`src/rtl/mdr_in_word_byte_seq.sv`:
```
// mdr_in_word_byte_seq: splits a 16-bit store into byte writes for the MDR path.
// The word's high byte goes to addr and its low byte to addr+1. Byte mode
// writes only the low byte, to addr.
// All state changes on the falling clock edge, the same edge the MDR byte path uses.
// Optional feature: define MDR_IN_SKID_EN to add a one-entry skid buffer.
// With the buffer, back-to-back words stream at 2 cycles/word.
module mdr_in_word_byte_seq (
    input  logic        clk,
    input  logic        rst,
    input  logic [15:0] word_in,
    input  logic [15:0] addr_in,
    input  logic        byte_mode,
    input  logic        word_valid,
    output logic        word_ready,
    output logic [7:0]  byte_out,
    output logic [15:0] byte_addr,
    output logic        byte_we,
    input  logic        byte_ack,
    output logic        done,
    output logic        busy
);

    typedef enum logic [1:0] {
        IDLE = 2'd0,
        HIGH = 2'd1,
        LOW  = 2'd2
    } state_t;

    state_t      state;
    logic [15:0] word_q;
    logic [15:0] addr_q;

    logic        accept;
    logic        last_ack;
    logic [15:0] ld_word;
    logic [15:0] ld_addr;
    logic        ld_mode;

`ifdef MDR_IN_SKID_EN
    logic        buf_full;
    logic [15:0] buf_word;
    logic [15:0] buf_addr;
    logic        buf_mode;

    // Ready whenever the skid entry is free; reset forces it low
    assign word_ready = ~buf_full & ~rst;

    // Next word to start: a buffered word has priority over the live inputs
    always_comb begin
        ld_word = word_in;
        ld_addr = addr_in;
        ld_mode = byte_mode;
        if (buf_full) begin
            ld_word = buf_word;
            ld_addr = buf_addr;
            ld_mode = buf_mode;
        end
    end
`else
    // Ready only while idle; reset forces it low
    assign word_ready = (state == IDLE) & ~rst;

    // Without a buffer the next word always comes straight from the inputs
    always_comb begin
        ld_word = word_in;
        ld_addr = addr_in;
        ld_mode = byte_mode;
    end
`endif

    assign accept   = word_valid & word_ready;
    assign last_ack = (state == LOW) & byte_ack;

`ifdef MDR_IN_SKID_EN
    // Skid entry: filled by an accept that cannot start at once, drained on final ack
    always_ff @(negedge clk) begin
        if (rst) begin
            buf_full <= 1'b0;
            buf_word <= 16'h0000;
            buf_addr <= 16'h0000;
            buf_mode <= 1'b0;
        end else if (buf_full) begin
            if (last_ack || state == IDLE) begin
                buf_full <= 1'b0;
            end
        end else if (accept && state != IDLE && !last_ack) begin
            buf_full <= 1'b1;
            buf_word <= word_in;
            buf_addr <= addr_in;
            buf_mode <= byte_mode;
        end
    end

    logic start_c;
    assign start_c = (state == IDLE) ? (accept | buf_full)
                                     : (last_ack & (buf_full | accept));
`else
    logic start_c;
    assign start_c = (state == IDLE) ? accept : 1'b0;
`endif

    // Sequencer FSM with registered byte-write outputs
    always_ff @(negedge clk) begin
        if (rst) begin
            state     <= IDLE;
            word_q    <= 16'h0000;
            addr_q    <= 16'h0000;
            byte_out  <= 8'h00;
            byte_addr <= 16'h0000;
            byte_we   <= 1'b0;
            done      <= 1'b0;
            busy      <= 1'b0;
        end else begin
            done <= 1'b0;
            if (last_ack) begin
                done <= 1'b1;
            end
            if (start_c) begin
                state     <= ld_mode ? LOW : HIGH;
                word_q    <= ld_word;
                addr_q    <= ld_addr;
                byte_out  <= ld_mode ? ld_word[7:0] : ld_word[15:8];
                byte_addr <= ld_addr;
                byte_we   <= 1'b1;
                busy      <= 1'b1;
            end else begin
                case (state)
                    HIGH: begin
                        if (byte_ack) begin
                            state     <= LOW;
                            byte_out  <= word_q[7:0];
                            byte_addr <= 16'(addr_q + 16'd1);
                        end
                    end
                    LOW: begin
                        if (byte_ack) begin
                            state   <= IDLE;
                            byte_we <= 1'b0;
                            busy    <= 1'b0;
                        end
                    end
                    default: begin
                        state   <= IDLE;
                        byte_we <= 1'b0;
                        busy    <= 1'b0;
                    end
                endcase
            end
        end
    end

endmodule

```
`config.mk`:
```
export PLATFORM = sky130hd
export DESIGN_NAME = mdr_in_word_byte_seq
export DESIGN_NICKNAME = d
export VERILOG_FILES = /design/src/rtl/mdr_in_word_byte_seq.sv
export SDC_FILE = /design/constraint.sdc
export NUM_CORES = 1
export LEC_CHECK = 0
export BUFFER_PORTS_ARGS = -buffer_cell sky130_fd_sc_hd__buf_2
export CAP_MARGIN = 10
export CORE_MARGIN = 2
export CORE_UTILIZATION = 55
export DETAILED_ROUTE_END_ITERATION = 6
export HOLD_SLACK_MARGIN = 0.06
export PLACE_DENSITY = 0.95
export SLEW_MARGIN = 40
export SYNTH_ARGS = -nofsm -noshare
export SYNTH_HDL_FRONTEND = slang
export SYNTH_SLANG_ARGS = --single-unit
```
`constraint.sdc`:
```
create_clock -name clk -period 3.2 [get_ports clk]
set_input_delay 0.48 -clock clk [delete_from_list [all_inputs] [get_ports clk]]
set_output_delay 0.48 -clock clk [all_outputs]
set_load 0.02 [all_outputs]
```
==> results <==
- The number of buffers inserted during clock tree synthesis is 5.
- The maximum fanout count along the critical path is 2.
- The count of synthesis-stage warnings from yosys is 0.
- The total wirelength of the detailed-routed design is 7150 um.
- The count of clock tree sinks is 52.
- Setup repair after global routing left no endpoint under its margin.
- The number of antenna violations at the first check in global routing is 0.
- The total via count in the routed design is 2,748.
- The data required time at the worst endpoint is 2720 ps.
- After detailed routing, the number of remaining DRC violations is 0.
- The library cell used most frequently in the layout, excluding fill and tap cells, is nand2_1.
- The number of top-level design ports is 65.
- The number of standard-cell rows in the floorplan is 24.
- The flop and latch count out of synthesis is 52.
- The placement-stage worst setup slack is -283 ps.
- The library cells used most frequently in the layout, excluding fill and tap cells, are nand2_1 (77), buf_2 (63), inv_1 (58), dfxtp_1 (52), a21oi_1 (44).
- The sort of element at the start of the critical path is a flop.
- Summing every instance area after synthesis gives 2460 sq um.
- The transition time at the pin with the least slew margin is 547 ps.
- Measured along the y axis, the die boundary spans 70.8 um.
- The master of the slowest instance on the critical path is dfxtp_1.
- Traced cell by cell, the critical path runs through nor3_2 > buf_4.
- The source of the critical timing path is state[1].
- The count of final max-slew check failures came to 0.
- The setup check on the worst reg-to-reg path leaves a slack of 1420 ps.
- The number of buffers and inverters on the critical path is 1.
- The floorplan step defined a die boundary enclosing 5020 sq um.
- The sequential area share after synthesis is 0.424.
- The clock latency reported for the late side of the worst-skew pair is between 300 and 400 ps.
- Summing all placed instances gives a cell area of 2960 sq um.
- The ratio of cells with drive above 1 in the final layout is 0.249.
- In the synthesized netlist the dominant register cell turns out to be dfxtp_1.
- The critical path crosses 2 cells after its start point.
- On the final layout, the worst hold slack is 454 ps.
- The ratio of routed vias to standard cells is 5.75.
- Summed over all cells, the static leakage comes to 1.54 nW.
- Clock-pin slew was measured on the worst setup and hold paths at 60 ps.
- The number of iterations in the first detailed-routing pass is 5.
- After routing the design area is 3300 sq um.
- The placed instance count is 419.
- The gate count of the mapped netlist is 299.
- After layout, the worst setup slack is 98.4 ps.
- The remaining antenna violation count after routing is 0.
- The delay of the slowest cell on the worst path is approximately 330 ps.
- The family with the most delay on the worst path is flip-flops.
- The aggregate global routing overflow is 0.
- The number of nets handed over by synthesis was 337.
- Dividing the synthesized area by the synthesized cell count gives 8.22 sq um.
- During placement, the flow inserted port buffers numbering 64.
- The final core utilization is 0.762.
- The final instance count without filler cells is 478.
- Post-CTS timing repair inserted 0 buffers for setup.
- Dividing the detail-routed wire length by the instance count gives 14.9 um.
- Entering global routing, the biggest net connects 30 pins.
- The run finished with clean final reports.
- The HPWL after detailed placement is 4560 um.
- Measured along the x axis, the die boundary spans around 71 um.
- The initial utilization of the core area, before any placement, comes to 0.568.
- The final number of setup-violating endpoints is 0.
- The number of flops mapped to enable cells by yosys is 0.
- TritonCTS built the clock tree.
- The overall routing resource usage is 0.293.
- The core region is 4320 sq um.
- The post-route setup TNS is 0 ps.
- Headroom to the max-slew limit came out at 0.635.
- The number of inserted diodes is 0.
- For this design the ratio of total power to cell area is 552 nW/um^2.
- The maximum clock skew at final layout is approximately 28 ps.
- The number of maximum-capacitance constraint violations is 0.
- In this run, the number of DRC markers left after iteration 0 of detailed routing was 296.
- The global-route wire length before repair is 11,700 um.
- The min-delay analysis places its worst path in the category flop to flop.
- The hold violation count in the final report is 0.
- In the synthesized netlist the async set-or-reset flop fraction comes to 0.
- The cell depth of the worst flop-to-flop path is 7.
- In this run the critical register-to-register path is launched from state[0].
- The clock passes through at most 2 buffers.
- After synthesis, the netlist uses 44 different library cells.
- The final estimated routing congestion in global placement is 0.849.
- At the worst endpoint, the arrival time is 2620 ps.
- The path type of the worst setup path is flop to output port.
- Power comes to approximately 1.8 mW.
- The category of the worst setup path capture point is an output port.
- The via count of the first global-routing pass is approximately 2,700.
- The worst ir drop on vdd is 287 uV.
- The critical path ends at word_ready.
- The clock tree synthesis step divided the H-tree into 2 levels.
- The post-synthesis to final-layout area growth is 34.1%.
- The layout has between 200 and 300 filler cells.
- The cell chosen for the clock root is clkbuf_8.
- The end of the worst register-to-register path is byte_out[6].
- At the end of the flow, the number of nets in the layout was 463.
[kinds of logic after synthesis]
logic type,after synthesis,share of synthesized area
AO/OA/AOI/OAI,82,0.211
flip-flops,52,0.424
adder cells (fa/ha/maj),1,0.00509
AND/OR/NAND/NOR,116,0.220
buffers and inverters,31,0.0754
multiplexers,8,0.0326
XOR/XNOR,9,0.0321
[how the worst min path moves through the flow]
stage / from / end / slack [ps] / cells past startpoint
global route: word_q[2] / word_q[2] / 480 / 2
detailed placement: byte_addr[2] / byte_addr[2] / 440 / 2
finish: byte_addr[2] / byte_addr[2] / 450 / 2
global placement: byte_out[6] / byte_out[6] / 440 / 2
floorplan: word_q[6] / word_q[6] / 430 / 2
CTS: word_q[6] / word_q[6] / 450 / 2
[report_power, final]
group / internal, mW / switching [mW] / total, mW
Combinational: 0.121 / 0.158 / 0.279
Clock: 0.395 / 0.423 / 0.818
Sequential: 0.691 / 0.0308 / 0.722
Total: 1.21 / 0.612 / 1.82
[sequential cells by signal, indices dropped and copies added (netlist names)]
name       count
addr_q        16
byte_addr     16
byte_out       8
word_q         8
state          2
busy           1
done           1
[cell usage after synthesis, types with 2 or more instances]
library cell  count  area [sq um]
nand2_1          77           289
dfxtp_1          52          1040
a21oi_1          44           220
clkbuf_1         13          48.8
o211ai_1          9          67.6
o221ai_1          9          78.8
mux2i_1           8          80.1
nor2_1            8          30.0
inv_1             7          26.3
nand3_1           6          30.0
xnor2_1           6          52.6
nor3_1            5          25.0
buf_6             4          45.0
nor4_1            4          25.0
clkbuf_8          3          41.3
nand4_1           3          18.8
o21ai_0           3          15.0
xor2_1            3          26.3
a211o_1           2          17.5
a21o_1            2          15.0
a31oi_1           2          12.5
buf_4             2          15.0
nor4bb_1          2          20.0
o211a_1           2          20.0
o21bai_1          2          15.0
o31ai_1           2          15.0
or3_1             2          12.5
[worst register-to-register path: cells and delay by family, from the launching register on]
kind	cells	cell delay, ps
buffers and inverters	3	520
AO/OA/AOI/OAI	3	470
AND/OR/NAND/NOR	1	400
flip-flops	1	310
[what timing repair did]
action | in CTS | in global routing
pin swaps | 0 | 1
gates resized for setup | 1 | 1
endpoints found under the hold margin | 0 | 0
setup endpoints to repair | 1 | 1
hold buffers | 0 | 0
[cell type report]
type | instances | area, sq um | area share
inverter | 6 | 22.5 | 0.00683
multi-input combinational | 216 | 1250 | 0.381
clock inverter | 55 | 260 | 0.0790
sequential | 52 | 1040 | 0.316
tap | 52 | 65.1 | 0.0197
timing repair buffer | 92 | 583 | 0.177
clock buffer | 5 | 68.8 | 0.0209
[routing by layer]
layer,GRT usage,part of all wire,up-vias
met5,0,0,-
met4,0.124,0.011,0
met3,0.101,0.079,11
met2,0.509,0.51,156
met1,0.326,0.40,1281
li1,-,-,1300
No activity file was read; power rests on OpenSTA's default activity.
